--- src/rtl/bsg_link_downstream_ch_arbiter_if.sv ---
// Channel-to-core handshake bundle for the downstream channel arbiter.
// The ch_word_cnt_o statistics field is present only when BSG_LINK_ARB_STATS_EN is defined.
interface bsg_link_downstream_ch_arbiter_if #(
  parameter int NUM_CH = 2,
  parameter int WIDTH  = 32
);
  localparam int ID_W = (NUM_CH > 1) ? $clog2(NUM_CH) : 1;

  logic [NUM_CH-1:0]       ch_valid_i;
  logic [NUM_CH*WIDTH-1:0] ch_data_i;
  logic [NUM_CH-1:0]       ch_yumi_o;
  logic                    core_valid_o;
  logic [WIDTH-1:0]        core_data_o;
  logic [ID_W-1:0]         core_ch_id_o;
  logic                    core_yumi_i;
  logic [NUM_CH-1:0]       core_token_r_o;
`ifdef BSG_LINK_ARB_STATS_EN
  logic [NUM_CH*16-1:0]    ch_word_cnt_o;
`endif

  modport slave (
    input  ch_valid_i,
    input  ch_data_i,
    input  core_yumi_i,
    output ch_yumi_o,
    output core_valid_o,
    output core_data_o,
    output core_ch_id_o,
`ifdef BSG_LINK_ARB_STATS_EN
    output ch_word_cnt_o,
`endif
    output core_token_r_o
  );

  modport master (
    output ch_valid_i,
    output ch_data_i,
    output core_yumi_i,
    input  ch_yumi_o,
    input  core_valid_o,
    input  core_data_o,
    input  core_ch_id_o,
`ifdef BSG_LINK_ARB_STATS_EN
    input  ch_word_cnt_o,
`endif
    input  core_token_r_o
  );
endinterface

--- src/rtl/bsg_link_downstream_ch_arbiter.sv ---
// Round-robin merge of NUM_CH downstream channel FIFOs into one registered core port,
// with per-channel decimated credit tokens. Define BSG_LINK_ARB_STATS_EN for per-channel word counters.
module bsg_link_downstream_ch_arbiter #(
  parameter int NUM_CH           = 2,
  parameter int WIDTH            = 32,
  parameter int TOKEN_DECIMATION = 4
) (
  input logic                               core_clk_i,
  input logic                               core_reset_n_i,
  bsg_link_downstream_ch_arbiter_if.slave   link
);
  localparam int ID_W  = $clog2(NUM_CH);
  localparam int CNT_W = $clog2(TOKEN_DECIMATION);
  localparam logic [ID_W-1:0]  LAST_CH  = ID_W'(NUM_CH - 1);
  localparam logic [CNT_W-1:0] TOK_WRAP = CNT_W'(TOKEN_DECIMATION - 1);

  logic              vld_p1;
  logic [WIDTH-1:0]  data_p1;
  logic [ID_W-1:0]   ch_id_p1;
  logic [ID_W-1:0]   last_grant;
  logic [NUM_CH-1:0] token_r;
  logic [CNT_W-1:0]  tok_cnt [NUM_CH];

  logic              free;
  logic              consume;
  logic              take;
  logic              grant_vld;
  logic [ID_W-1:0]   grant_id;
  logic [WIDTH-1:0]  grant_data;
  logic [NUM_CH-1:0] yumi;

  function automatic logic [15:0] sat_inc16(input logic [15:0] v);
    return (v == 16'hFFFF) ? v : v + 16'd1;
  endfunction

  // ---- p0: free test and round-robin grant selection ----
  assign consume = vld_p1 & link.core_yumi_i;
  assign free    = ~vld_p1 | link.core_yumi_i;

  always_comb begin
    grant_vld = 1'b0;
    grant_id  = '0;
    for (int i = 1; i <= NUM_CH; i++) begin
      logic [ID_W-1:0] sel;
      sel = ID_W'((int'(last_grant) + i) % NUM_CH);
      if (!grant_vld && link.ch_valid_i[sel]) begin
        grant_vld = 1'b1;
        grant_id  = sel;
      end
    end
  end

  always_comb begin
    grant_data = '0;
    for (int k = 0; k < NUM_CH; k++) begin
      if (grant_id == ID_W'(k)) grant_data = link.ch_data_i[k*WIDTH +: WIDTH];
    end
  end

  // Gated by reset so no FIFO is dequeued while the output register is held clear.
  assign take = core_reset_n_i & free & grant_vld;

  always_comb begin
    yumi = '0;
    for (int k = 0; k < NUM_CH; k++) begin
      yumi[k] = take && (grant_id == ID_W'(k));
    end
  end

  // ---- p1: core output register ----
  always_ff @(posedge core_clk_i or negedge core_reset_n_i) begin
    if (!core_reset_n_i) begin
      vld_p1     <= 1'b0;
      data_p1    <= '0;
      ch_id_p1   <= '0;
      last_grant <= LAST_CH;
    end else if (free) begin
      vld_p1 <= grant_vld;
      if (grant_vld) begin
        data_p1    <= grant_data;
        ch_id_p1   <= grant_id;
        last_grant <= grant_id;
      end
    end
  end

  // Credit for the word leaving p1; a grant in the same cycle does not interfere.
  always_ff @(posedge core_clk_i or negedge core_reset_n_i) begin
    if (!core_reset_n_i) begin
      token_r <= '0;
      for (int k = 0; k < NUM_CH; k++) tok_cnt[k] <= '0;
    end else if (consume) begin
      for (int k = 0; k < NUM_CH; k++) begin
        if (ch_id_p1 == ID_W'(k)) begin
          tok_cnt[k] <= tok_cnt[k] + 1'b1;
          if (tok_cnt[k] == TOK_WRAP) token_r[k] <= ~token_r[k];
        end
      end
    end
  end

`ifdef BSG_LINK_ARB_STATS_EN
  logic [15:0] word_cnt [NUM_CH];

  always_ff @(posedge core_clk_i or negedge core_reset_n_i) begin
    if (!core_reset_n_i) begin
      for (int k = 0; k < NUM_CH; k++) word_cnt[k] <= '0;
    end else if (consume) begin
      for (int k = 0; k < NUM_CH; k++) begin
        if (ch_id_p1 == ID_W'(k)) word_cnt[k] <= sat_inc16(word_cnt[k]);
      end
    end
  end

  for (genvar g = 0; g < NUM_CH; g++) begin : g_stats
    assign link.ch_word_cnt_o[g*16 +: 16] = word_cnt[g];
  end
`endif

  assign link.ch_yumi_o      = yumi;
  assign link.core_valid_o   = vld_p1;
  assign link.core_data_o    = data_p1;
  assign link.core_ch_id_o   = ch_id_p1;
  assign link.core_token_r_o = token_r;
endmodule

--- src/flat_wrapper.sv ---
// flat-port wrapper written by rule: the top's interface ports become plain ports
module bsg_link_downstream_ch_arbiter_flat 
#(
  parameter int NUM_CH           = 2,
  parameter int WIDTH            = 32,
  parameter int TOKEN_DECIMATION = 4
)
  (core_clk_i, core_reset_n_i, link_ch_valid_i, link_ch_data_i, link_core_yumi_i, link_ch_yumi_o, link_core_valid_o, link_core_data_o, link_core_ch_id_o, link_core_token_r_o);
  bsg_link_downstream_ch_arbiter_if #(.NUM_CH(NUM_CH), .WIDTH(WIDTH)) link_i ();
  input logic core_clk_i;
  input logic core_reset_n_i;
  input wire logic [$bits(link_i.ch_valid_i)-1:0] link_ch_valid_i;
  input wire logic [$bits(link_i.ch_data_i)-1:0] link_ch_data_i;
  input wire logic [$bits(link_i.core_yumi_i)-1:0] link_core_yumi_i;
  output wire logic [$bits(link_i.ch_yumi_o)-1:0] link_ch_yumi_o;
  output wire logic [$bits(link_i.core_valid_o)-1:0] link_core_valid_o;
  output wire logic [$bits(link_i.core_data_o)-1:0] link_core_data_o;
  output wire logic [$bits(link_i.core_ch_id_o)-1:0] link_core_ch_id_o;
  output wire logic [$bits(link_i.core_token_r_o)-1:0] link_core_token_r_o;
  assign link_i.ch_valid_i = link_ch_valid_i;
  assign link_i.ch_data_i = link_ch_data_i;
  assign link_i.core_yumi_i = link_core_yumi_i;
  assign link_ch_yumi_o = link_i.ch_yumi_o;
  assign link_core_valid_o = link_i.core_valid_o;
  assign link_core_data_o = link_i.core_data_o;
  assign link_core_ch_id_o = link_i.core_ch_id_o;
  assign link_core_token_r_o = link_i.core_token_r_o;
  bsg_link_downstream_ch_arbiter #(.NUM_CH(NUM_CH), .WIDTH(WIDTH), .TOKEN_DECIMATION(TOKEN_DECIMATION)) u_core (.core_clk_i(core_clk_i), .core_reset_n_i(core_reset_n_i), .link(link_i));
endmodule
--- config.mk ---
export PLATFORM = sky130hd
export DESIGN_NAME = bsg_link_downstream_ch_arbiter_flat
export DESIGN_NICKNAME = d
export VERILOG_FILES = /design/src/rtl/bsg_link_downstream_ch_arbiter_if.sv /design/src/rtl/bsg_link_downstream_ch_arbiter.sv /design/src/flat_wrapper.sv
export SDC_FILE = /design/constraint.sdc
export NUM_CORES = 1
export LEC_CHECK = 0
export CORE_ASPECT_RATIO = 1.5
export CORE_UTILIZATION = 35
export DETAILED_ROUTE_END_ITERATION = 10
export PLACE_DENSITY = 0.88
export SYNTH_ARGS = -nofsm -noshare
export SYNTH_HDL_FRONTEND = slang
export SYNTH_SLANG_ARGS = --single-unit
--- constraint.sdc ---
create_clock -name core_clk_i -period 1.4 [get_ports core_clk_i]
set_input_delay 0.14 -clock core_clk_i [delete_from_list [all_inputs] [get_ports core_clk_i]]
set_output_delay 0.14 -clock core_clk_i [all_outputs]
set_load 0.03 [all_outputs]
[Yosys cells after proc, flatten, opt, wreduce, memory -nomap -nowiden]
Cells that the tools add are included.
Storage, ports and cells
  word-level logic and storage cells: 43
  register bits after elaboration: 41
Cells by class
  muxes and demuxes: 9
  reductions and logical operators: 9
  $add $sub $neg: 4
  equal/unequal tests: 2
  bitwise logic cells: 9
  order comparisons: 2
Operators by type and width (count)
  32-bit 2-to-1 mux: 1
  1-bit 2-to-1 mux: 8
  2-bit AND reduction: 3
  3-bit AND reduction: 2
  1-bit inverter: 5
  2-bit by 1-bit adder with 2-bit output (second input constant): 2
  2-bit equality test (second input constant): 2
  1-bit by 2-bit less-than comparator with 1-bit output (second input constant): 2
  1-bit bitwise AND: 3
  1-bit logical AND: 3
  1-bit adder (second input constant): 2
  1-bit logical NOT: 1
  1-bit OR: 1

[Depth between registers and ports, before layout]
Gate-level depths: netlist of run 1.
  depth after elaboration: 9
  gate-level depth with buffers: 6
  mapped depth without buffers: 3

[Worst setup path before layout of run 1]
Ideal clock, no wire load.
  path type: reg2out
  start: reg u_core.last_grant
  end: out link_ch_yumi_o[0]
  arrival: 1.402 ns
  setup slack: -0.142 ns
  stages on the path, launching flop included: 5
  required time: 1.260 ns
  buffers on the path: 2
  cell sequence: dfstp_2 a21bo_2 buf_2 clkbuf_1 and3_1
Between the ends
  longest elaborated chain between the ends: 9
RTL lines
  start: declaration: line bsg_link_downstream_ch_arbiter.sv:20  | logic [ID_W-1:0] last_grant;
  start signal: assignment: line bsg_link_downstream_ch_arbiter.sv:82  | last_grant <= grant_id;
  1-bit adder: line bsg_link_downstream_ch_arbiter.sv:45  | sel = ID_W'((int'(last_grant) + i) % NUM_CH);
  1-bit 2-to-1 mux (implied by the code) (2 in a row): line bsg_link_downstream_ch_arbiter.sv:46  | if (!grant_vld && link.ch_valid_i[sel]) begin
  1-bit 2-to-1 mux: line bsg_link_downstream_ch_arbiter.sv:46
  1-bit logical NOT: line bsg_link_downstream_ch_arbiter.sv:46
  1-bit logical AND: line bsg_link_downstream_ch_arbiter.sv:46
  1-bit 2-to-1 mux: line bsg_link_downstream_ch_arbiter.sv:46
  1-bit bitwise AND / 1-bit inverter (equally long branches)
  1-bit logical AND (*): line bsg_link_downstream_ch_arbiter.sv:66  | yumi[k] = take && (grant_id == ID_W'(k));
  end: declaration: line flat_wrapper.sv:15  | output wire logic [$bits(link_i.ch_yumi_o)-1:0] link_ch_yumi_o;
Mark *: on every way between the ends. The rest lies on a longest branch, timed or not. The select of a mux whose other input is x is not followed.

[Worst setup path after layout of run 1]
  start: reg u_core.last_grant
  end: out link_ch_yumi_o[1]
Between the ends
  longest elaborated chain between the ends: 9
RTL lines
  1-bit adder: line bsg_link_downstream_ch_arbiter.sv:45
  1-bit 2-to-1 mux (implied by the code) (2 in a row): line bsg_link_downstream_ch_arbiter.sv:46
  1-bit 2-to-1 mux: line bsg_link_downstream_ch_arbiter.sv:46
  1-bit logical NOT: line bsg_link_downstream_ch_arbiter.sv:46
  1-bit logical AND: line bsg_link_downstream_ch_arbiter.sv:46
  1-bit 2-to-1 mux: line bsg_link_downstream_ch_arbiter.sv:46
  1-bit bitwise AND: line bsg_link_downstream_ch_arbiter.sv:61  | assign take = core_reset_n_i & free & grant_vld;
  1-bit logical AND (*): line bsg_link_downstream_ch_arbiter.sv:66
Marked as above.

==> results of run 1 <==
[worst max-delay path by stage]
| stage | slack (ps) | cells after the start | startpoint | endpoint |
|---|---|---|---|---|
| 2_1_floorplan | 10 | 5 | u_core.link.core_valid_o | link_ch_yumi_o[0] |
| 3_3_place_gp | -100 | 5 | link_ch_valid_i[0] | link_ch_yumi_o[1] |
| 3_5_place_dp | -130 | 5 | link_ch_valid_i[1] | u_core.link.core_data_o[4] |
| 4_1_cts | -80 | 3 | u_core.last_grant | link_ch_yumi_o[0] |
| 5_1_grt | -110 | 4 | u_core.last_grant | link_ch_yumi_o[1] |
| 6_report | -70 | 4 | u_core.last_grant | link_ch_yumi_o[1] |
[worst max-delay path, cell delays in order, from the launching register on]
cell	delay [ps]
sky130_fd_sc_hd__dfstp_2	580
sky130_fd_sc_hd__buf_12	110
sky130_fd_sc_hd__a21boi_4	50
sky130_fd_sc_hd__and3_4	170
sky130_fd_sc_hd__buf_6	130
[timing repair]
item                                   CTS  global route
setup endpoints to repair               38             3
hold buffers                             1             0
resized for setup                       45             1
buffers inserted                         4             1
pin swaps                                4             9
endpoints found under the hold margin   40             0
[registers in the layout, indices dropped and copies added, names as in the netlist]
register / cells
u_core.last_grant: 1
u_core.link.core_ch_id_o: 1
u_core.link.core_data_o: 32
u_core.link.core_token_r_o: 2
u_core.link.core_valid_o: 1
u_core.tok_cnt: 4
[metal layers]
layer / vias up / track usage / routed length [µm] / share of wire
li1: 954 / - / - / -
met1: 945 / 0.232 / 2150 / 0.37
met2: 76 / 0.385 / 3270 / 0.56
met3: 10 / 0.0537 / 288 / 0.049
met4: 0 / 0.0736 / 108 / 0.019
met5: - / 0 / 0 / 0
[metrics by stage]
stage / worst slack (ps) / std cells
2_1_floorplan: 10.5 / 210
3_3_place_gp: -103 / 378
3_5_place_dp: -127 / 378
4_1_cts: -76.8 / 391
5_1_grt: -114 / 392
6_report: -66.0 / 392
[cell families (layout without fill, tap and decap cells)]
family	count (synthesis)	after routing	synth area share
AOI/OAI and AO/OA	66	66	0.197
adders and majority gates	2	2	0.0129
buffers and inverters	19	133	0.0574
and+or+nand+nor	74	74	0.159
DFF	41	41	0.529
muxes	4	4	0.0271
xor gates and xnor gates	4	4	0.0181
[cells in the final DEF, fill, tap and decap left out, types with 2 or more instances in the layout]
master / instances
sky130_fd_sc_hd__clkbuf_8: 5
sky130_fd_sc_hd__buf_12: 2
sky130_fd_sc_hd__mux2_2: 2
sky130_fd_sc_hd__dfrtp_1: 39
sky130_fd_sc_hd__buf_4: 16
sky130_fd_sc_hd__buf_6: 2
sky130_fd_sc_hd__clkinv_2: 2
sky130_fd_sc_hd__xnor2_1: 4
sky130_fd_sc_hd__clkdlybuf4s50_1: 65
sky130_fd_sc_hd__dlygate4sd2_1: 37
sky130_fd_sc_hd__a31oi_1: 32
sky130_fd_sc_hd__a21oi_1: 32
sky130_fd_sc_hd__mux2_4: 2
sky130_fd_sc_hd__nand2_1: 64
sky130_fd_sc_hd__ha_1: 2
sky130_fd_sc_hd__and3_4: 2
[final cells by class]
type / instances / area (µm²)
fill: 462 / 2030
timing repair buffer: 125 / 1180
sequential: 41 / 1030
multi-input combinational: 150 / 833
tap: 68 / 85.1
clock buffer: 6 / 72.6
clock inverter: 2 / 10.0
[power by group through the flow]
| stage | Sequential, µW | Clock, µW | Combinational [µW] |
|---|---|---|---|
| 5_1_grt | 1620 | 826 | 1630 |
| 6_report | 1590 | 735 | 1520 |
| 3_3_place_gp | 1600 | 0 | 1570 |
| 4_1_cts | 1590 | 762 | 1530 |
| 3_5_place_dp | 1620 | 0 | 1610 |
| 2_1_floorplan | 1990 | 0 | 474 |
==> impl_metrics.json, run 1 <==
{
  "status": "complete, but fails checks",
  "violations": "negative setup slack",
  "crit_end_element": "primary output",
  "power.share.combinational": 0.395,
  "final_cycle_share": 1.05,
  "post-layout-total-power_uw": 3840,
  "maxClockFrequency_ghz": 0.682,
  "number_of_nets_with_antenna_violations_after_detailed_routing": 0,
  "ctsLongestPathBuffers": 2,
  "worst_hold_path_type": "in -> async",
  "post_route_cells_drive_above_1_share": 0.123,
  "post_synthesis_async_set_or_reset_flop_share": 1.00,
  "synth-main-ff-cell": "sky130_fd_sc_hd__dfrtp_1",
  "clock_tree_from_tritoncts": "done",
  "cts.sinks": 41,
  "synth_cell_type_count": 22,
  "post-route-util": 0.612,
  "grt-ovfl-total": 0,
  "area_growth_syn_to_layout_pct": 65.5,
  "grt_pass1_vias": 2040,
  "grt_first_pass_wirelength_mm": 9.49,
  "clock_power_share": 0.191,
  "finalNetCount": 394,
  "power.share.sequential": 0.414,
  "crit_fanout": 3,
  "num_antenna_cells": 0,
  "grt_start_max_net_pins": 34,
  "power_leakage_uw": 0.00139,
  "worst_ep_required_time_ps": 1260,
  "r2r_end": "u_core.link.core_data_o[19]",
  "power_per_cell_area_nw_per_um2": 1200,
  "grt_usage": 0.210,
  "first_pass_iters": 4,
  "dr.first_iter.drc_count": 118,
  "reg2regPathDepth": 5,
  "rows": 32,
  "synth.largest_area_cell": "sky130_fd_sc_hd__dfrtp_1",
  "fin_area_um2": 3210,
  "cell_internal_pwr_uw": 2460,
  "timing.critical_path.from_type": "register",
  "hold_ws_ps": 375,
  "mappedNetlistNets": 281,
  "place.port_buffers": 106,
  "synthesis.area_per_instance_um2": 9.24,
  "yosys-top-cells-count": "sky130_fd_sc_hd__nand2_1, sky130_fd_sc_hd__dfrtp_1, sky130_fd_sc_hd__a21oi_1, sky130_fd_sc_hd__a31oi_1, sky130_fd_sc_hd__clkbuf_1",
  "avgRoutedWirePerCell_um": 14.8,
  "die_x_um": 62.8,
  "max_cap_viol_count": 0,
  "timing.final.max_slew_violations": 0,
  "fin_ws_ps": -66.0,
  "drcViolationCount": 0,
  "floorplan.initialDensity": 0.370,
  "dr_total_vias": 1985,
  "synth.most_common_cell": "sky130_fd_sc_hd__nand2_1",
  "ys.warnings.count": 0,
  "synth-seq-cells": 41,
  "cts_buffers": 5,
  "routabilityCongestion": 0.718,
  "power.share.switching": 0.360,
  "synth_enable_flop_cells": 0,
  "dpl-instance-area_um2": 3080,
  "total_neg_setup_slack_ps": -120,
  "placeable_core_region_um2": 5250,
  "unrepaired_setup_endpoints_after_global_routing": "yes",
  "ctsRootBufferMaster": "sky130_fd_sc_hd__clkbuf_8",
  "insertion_delay_ps": 290,
  "finalWorstPathRequiredPeriod_ps": 1470,
  "peakVddDrop_uv": 544,
  "path_clk_slew_ps": 80,
  "synth_top_area_frac": 0.516,
  "post-dp-hpwl_mm": 4.17,
  "report.final.setup_viol": 2,
  "detail_route.vias_per_cell": 5.06,
  "die_height_um": 93.2,
  "finalHoldViolCount": 0,
  "synth.cell_area_um2": 1940,
  "kind_of_critical_path": "reg -> out",
  "reg2reg_slack_ps": 20,
  "yosysSeqAreaShare": 0.529,
  "antenna_found_initial": 0,
  "launching_point_of_the_worst_reg2reg_path": "u_core.last_grant",
  "synth.area.top_cells": "sky130_fd_sc_hd__dfrtp_1, sky130_fd_sc_hd__nand2_1, sky130_fd_sc_hd__a31oi_1, sky130_fd_sc_hd__a21oi_1, sky130_fd_sc_hd__buf_6",
  "worst-endpoint-arrival_ps": 1330,
  "cts_htree_levels": 2,
  "floorplan.io_pins": 107,
  "routed_wirelength_mm": 5.82,
  "synthCells": 210,
  "fp.dieArea_um2": 5850,
  "total_switching_power_uw": 1380,
  "worst_pin_slew_ps": 360,
  "worst_relative_slew_slack": 0.760,
  "timing.clock.skew_ps": 7.68
}
Note: power is estimated with default switching activity, not from simulation.
==> run 2, diff against run 1 <==
--- a/config.mk
+++ b/config.mk
@@ -6,9 +6,9 @@
 export NUM_CORES = 1
 export LEC_CHECK = 0
 export CORE_ASPECT_RATIO = 1.5
-export CORE_UTILIZATION = 35
+export CORE_UTILIZATION = 39
 export DETAILED_ROUTE_END_ITERATION = 10
-export PLACE_DENSITY = 0.88
+export PLACE_DENSITY = 0.92
 export SYNTH_ARGS = -nofsm -noshare
 export SYNTH_HDL_FRONTEND = slang
 export SYNTH_SLANG_ARGS = --single-unit
==> constraint.sdc (replaced) <==
create_clock -name core_clk_i -period 1.45 [get_ports core_clk_i]
set_input_delay 0.145 -clock core_clk_i [delete_from_list [all_inputs] [get_ports core_clk_i]]
set_output_delay 0.145 -clock core_clk_i [all_outputs]
set_load 0.03 [all_outputs]
==> run 2 against run 1 <==
Against the previous run: the run still ends with negative setup slack left; clock power is 3.8% lower; clock skew decreased by 3.3 ps; sequential share of layout area about the same; first-iteration DRC count decreased by 10%; combinational power shrank 4%; sequential cell count unchanged; count of clock-buffer cells in the layout stayed put; non-clock buffer count down 1; worst hold slack gained 36 ps; die area shrank 10%; core utilization increased by 5.4 points; largest power group unchanged.
==> impl_metrics.json, run 2 (same netlist as run 1, synthesis figures left out) <==
{
  "met2RoutedLength_mm": 3.25,
  "dpl-instance-area_um2": 3100,
  "final_cycle_share": 1.01,
  "finalWorstPathRequiredPeriod_ps": 1460,
  "cts.sinks": 41,
  "drcViolationCount": 0,
  "insertion_delay_ps": 280,
  "placeable_core_region_um2": 4810,
  "num_antenna_cells": 0,
  "timing.final.max_slew_violations": 0,
  "max_cap_viol_count": 0,
  "number_of_nets_with_antenna_violations_after_detailed_routing": 0,
  "grt_usage": 0.239,
  "route.met3.wl_um": 334,
  "worst_pin_slew_ps": 369,
  "floorplan.io_pins": 107,
  "power_leakage_uw": 0.00139,
  "grt_start_max_net_pins": 34,
  "cts_buffers": 5,
  "avgRoutedWirePerCell_um": 15.4,
  "post_route_cells_drive_above_1_share": 0.121,
  "dr_total_vias": 2036,
  "place.port_buffers": 106,
  "layout.cells.most_common": "sky130_fd_sc_hd__clkdlybuf4s50_1",
  "fillerInstances": 419,
  "routabilityCongestion": 0.824,
  "route.top_layer_used": "met4",
  "path_clk_slew_ps": 80,
  "timing.critical_path.from_type": "register",
  "dr.first_iter.drc_count": 106,
  "unrepaired_setup_endpoints_after_global_routing": "yes",
  "grt_pass1_vias": 2073,
  "worst_ep_required_time_ps": 1310,
  "floorplan.initialDensity": 0.403,
  "cts_htree_levels": 2,
  "worst_hold_path_type": "in -> async",
  "status": "complete, but fails checks",
  "grt-ovfl-total": 0,
  "rows": 31,
  "detail_route.vias_per_cell": 5.23,
  "post-dp-hpwl_mm": 4.36,
  "post-layout-total-power_uw": 3710,
  "finalHoldViolCount": 0,
  "grt_first_pass_wirelength_mm": 9.40,
  "ctsRootBufferMaster": "sky130_fd_sc_hd__clkbuf_8",
  "routed_wirelength_mm": 5.98,
  "power_per_cell_area_nw_per_um2": 1160,
  "area_growth_syn_to_layout_pct": 65.2,
  "antenna_found_initial": 0,
  "maxClockFrequency_ghz": 0.684,
  "fin_ws_ps": -11.9,
  "finalNetCount": 393,
  "crit_end_element": "primary output",
  "timing.clock.skew_ps": 4.41,
  "largest_register_ff_count": 32,
  "kind_of_critical_path": "reg -> out",
  "die_x_um": 59.6,
  "multi_input_comb_area_um2": 825,
  "fp.dieArea_um2": 5270,
  "first_pass_iters": 4,
  "worst_relative_slew_slack": 0.754,
  "clock_tree_from_tritoncts": "done",
  "fin_area_um2": 3210,
  "die_height_um": 88.4,
  "wl_met1_mm": 2.17,
  "reg2regPathDepth": 5,
  "hold_ws_ps": 411,
  "ctsLongestPathBuffers": 2,
  "crit_fanout": 3,
  "violations": "negative setup slack",
  "seqCellArea_um2": 1030,
  "report.final.setup_viol": 2,
  "layout.cells.most_common_list": "sky130_fd_sc_hd__clkdlybuf4s50_1, sky130_fd_sc_hd__nand2_1, sky130_fd_sc_hd__dfrtp_1",
  "pre_cts_ws_ps": -120,
  "worst-endpoint-arrival_ps": 1320,
  "peakVddDrop_uv": 542
}
==> run 2: path summary, 6_finish.rpt <==
kind / start / slack, ps / endpoint
min reg2reg: u_core.tok_cnt[0] / 480 / u_core.tok_cnt[0]
max: u_core.last_grant / -10 / link_ch_yumi_o[0]
max reg2reg: u_core.last_grant / 60 / u_core.link.core_data_o[10]
max in group asynchronous: core_reset_n_i / 700 / u_core.last_grant
min in group core_clk_i: link_ch_data_i[37] / 420 / u_core.link.core_data_o[5]
min: core_reset_n_i / 410 / u_core.link.core_data_o[6]
==> run 2: final cells by class <==
type                       instances  share of cell area
clock buffer                       6              0.0226
clock inverter                     2             0.00312
multi-input combinational        150               0.257
sequential                        41               0.321
tap                               66              0.0258
timing repair buffer             124               0.371
==> run 2: critical path, stage by stage (launching register included) <==
cell and delay (ps):
sky130_fd_sc_hd__dfstp_2 580, sky130_fd_sc_hd__a21bo_4 160, sky130_fd_sc_hd__and3_4 170, sky130_fd_sc_hd__buf_6 120
==> run 2: per-layer routing <==
metal | up-vias | global-route usage
met3 | 21 | 0.0556
met2 | 88 | 0.428
met5 | - | 0
met1 | 974 | 0.254
met4 | 0 | 0.129
li1 | 953 | -
==> run 2: repair_timing <==
| action | CTS | global route |
|---|---|---|
| resized for setup | 43 | 4 |
| hold buffers | 1 | 0 |
| hold endpoints to repair | 40 | 0 |
| cloned | 0 | 0 |
| setup endpoints to repair | 37 | 30 |
| setup buffers | 2 | 2 |
| pin swaps | 3 | 2 |
==> run 2: per-stage QoR <==
stage               instances  TNS [ps]   util
floorplan                 210         0      -
global placement          377      -193  0.644
detailed placement        377     -1650  0.644
CTS                       387     -49.8  0.661
global route              389     -92.6  0.667
finish                    389     -13.5  0.667
==> run 2: where the power goes <==
part	internal, µW	switching (µW)	total (µW)
registers	1390	152	1550
clock network	334	374	707
logic	638	817	1460
==> run 3, diff against run 2 <==
--- a/config.mk
+++ b/config.mk
@@ -5,6 +5,7 @@
 export SDC_FILE = /design/constraint.sdc
 export NUM_CORES = 1
 export LEC_CHECK = 0
+export CAP_MARGIN = 10
 export CORE_ASPECT_RATIO = 1.5
 export CORE_UTILIZATION = 39
 export DETAILED_ROUTE_END_ITERATION = 10
==> results of run 3 <==
Final layout, timing and power as in run 2 (identical DEF).
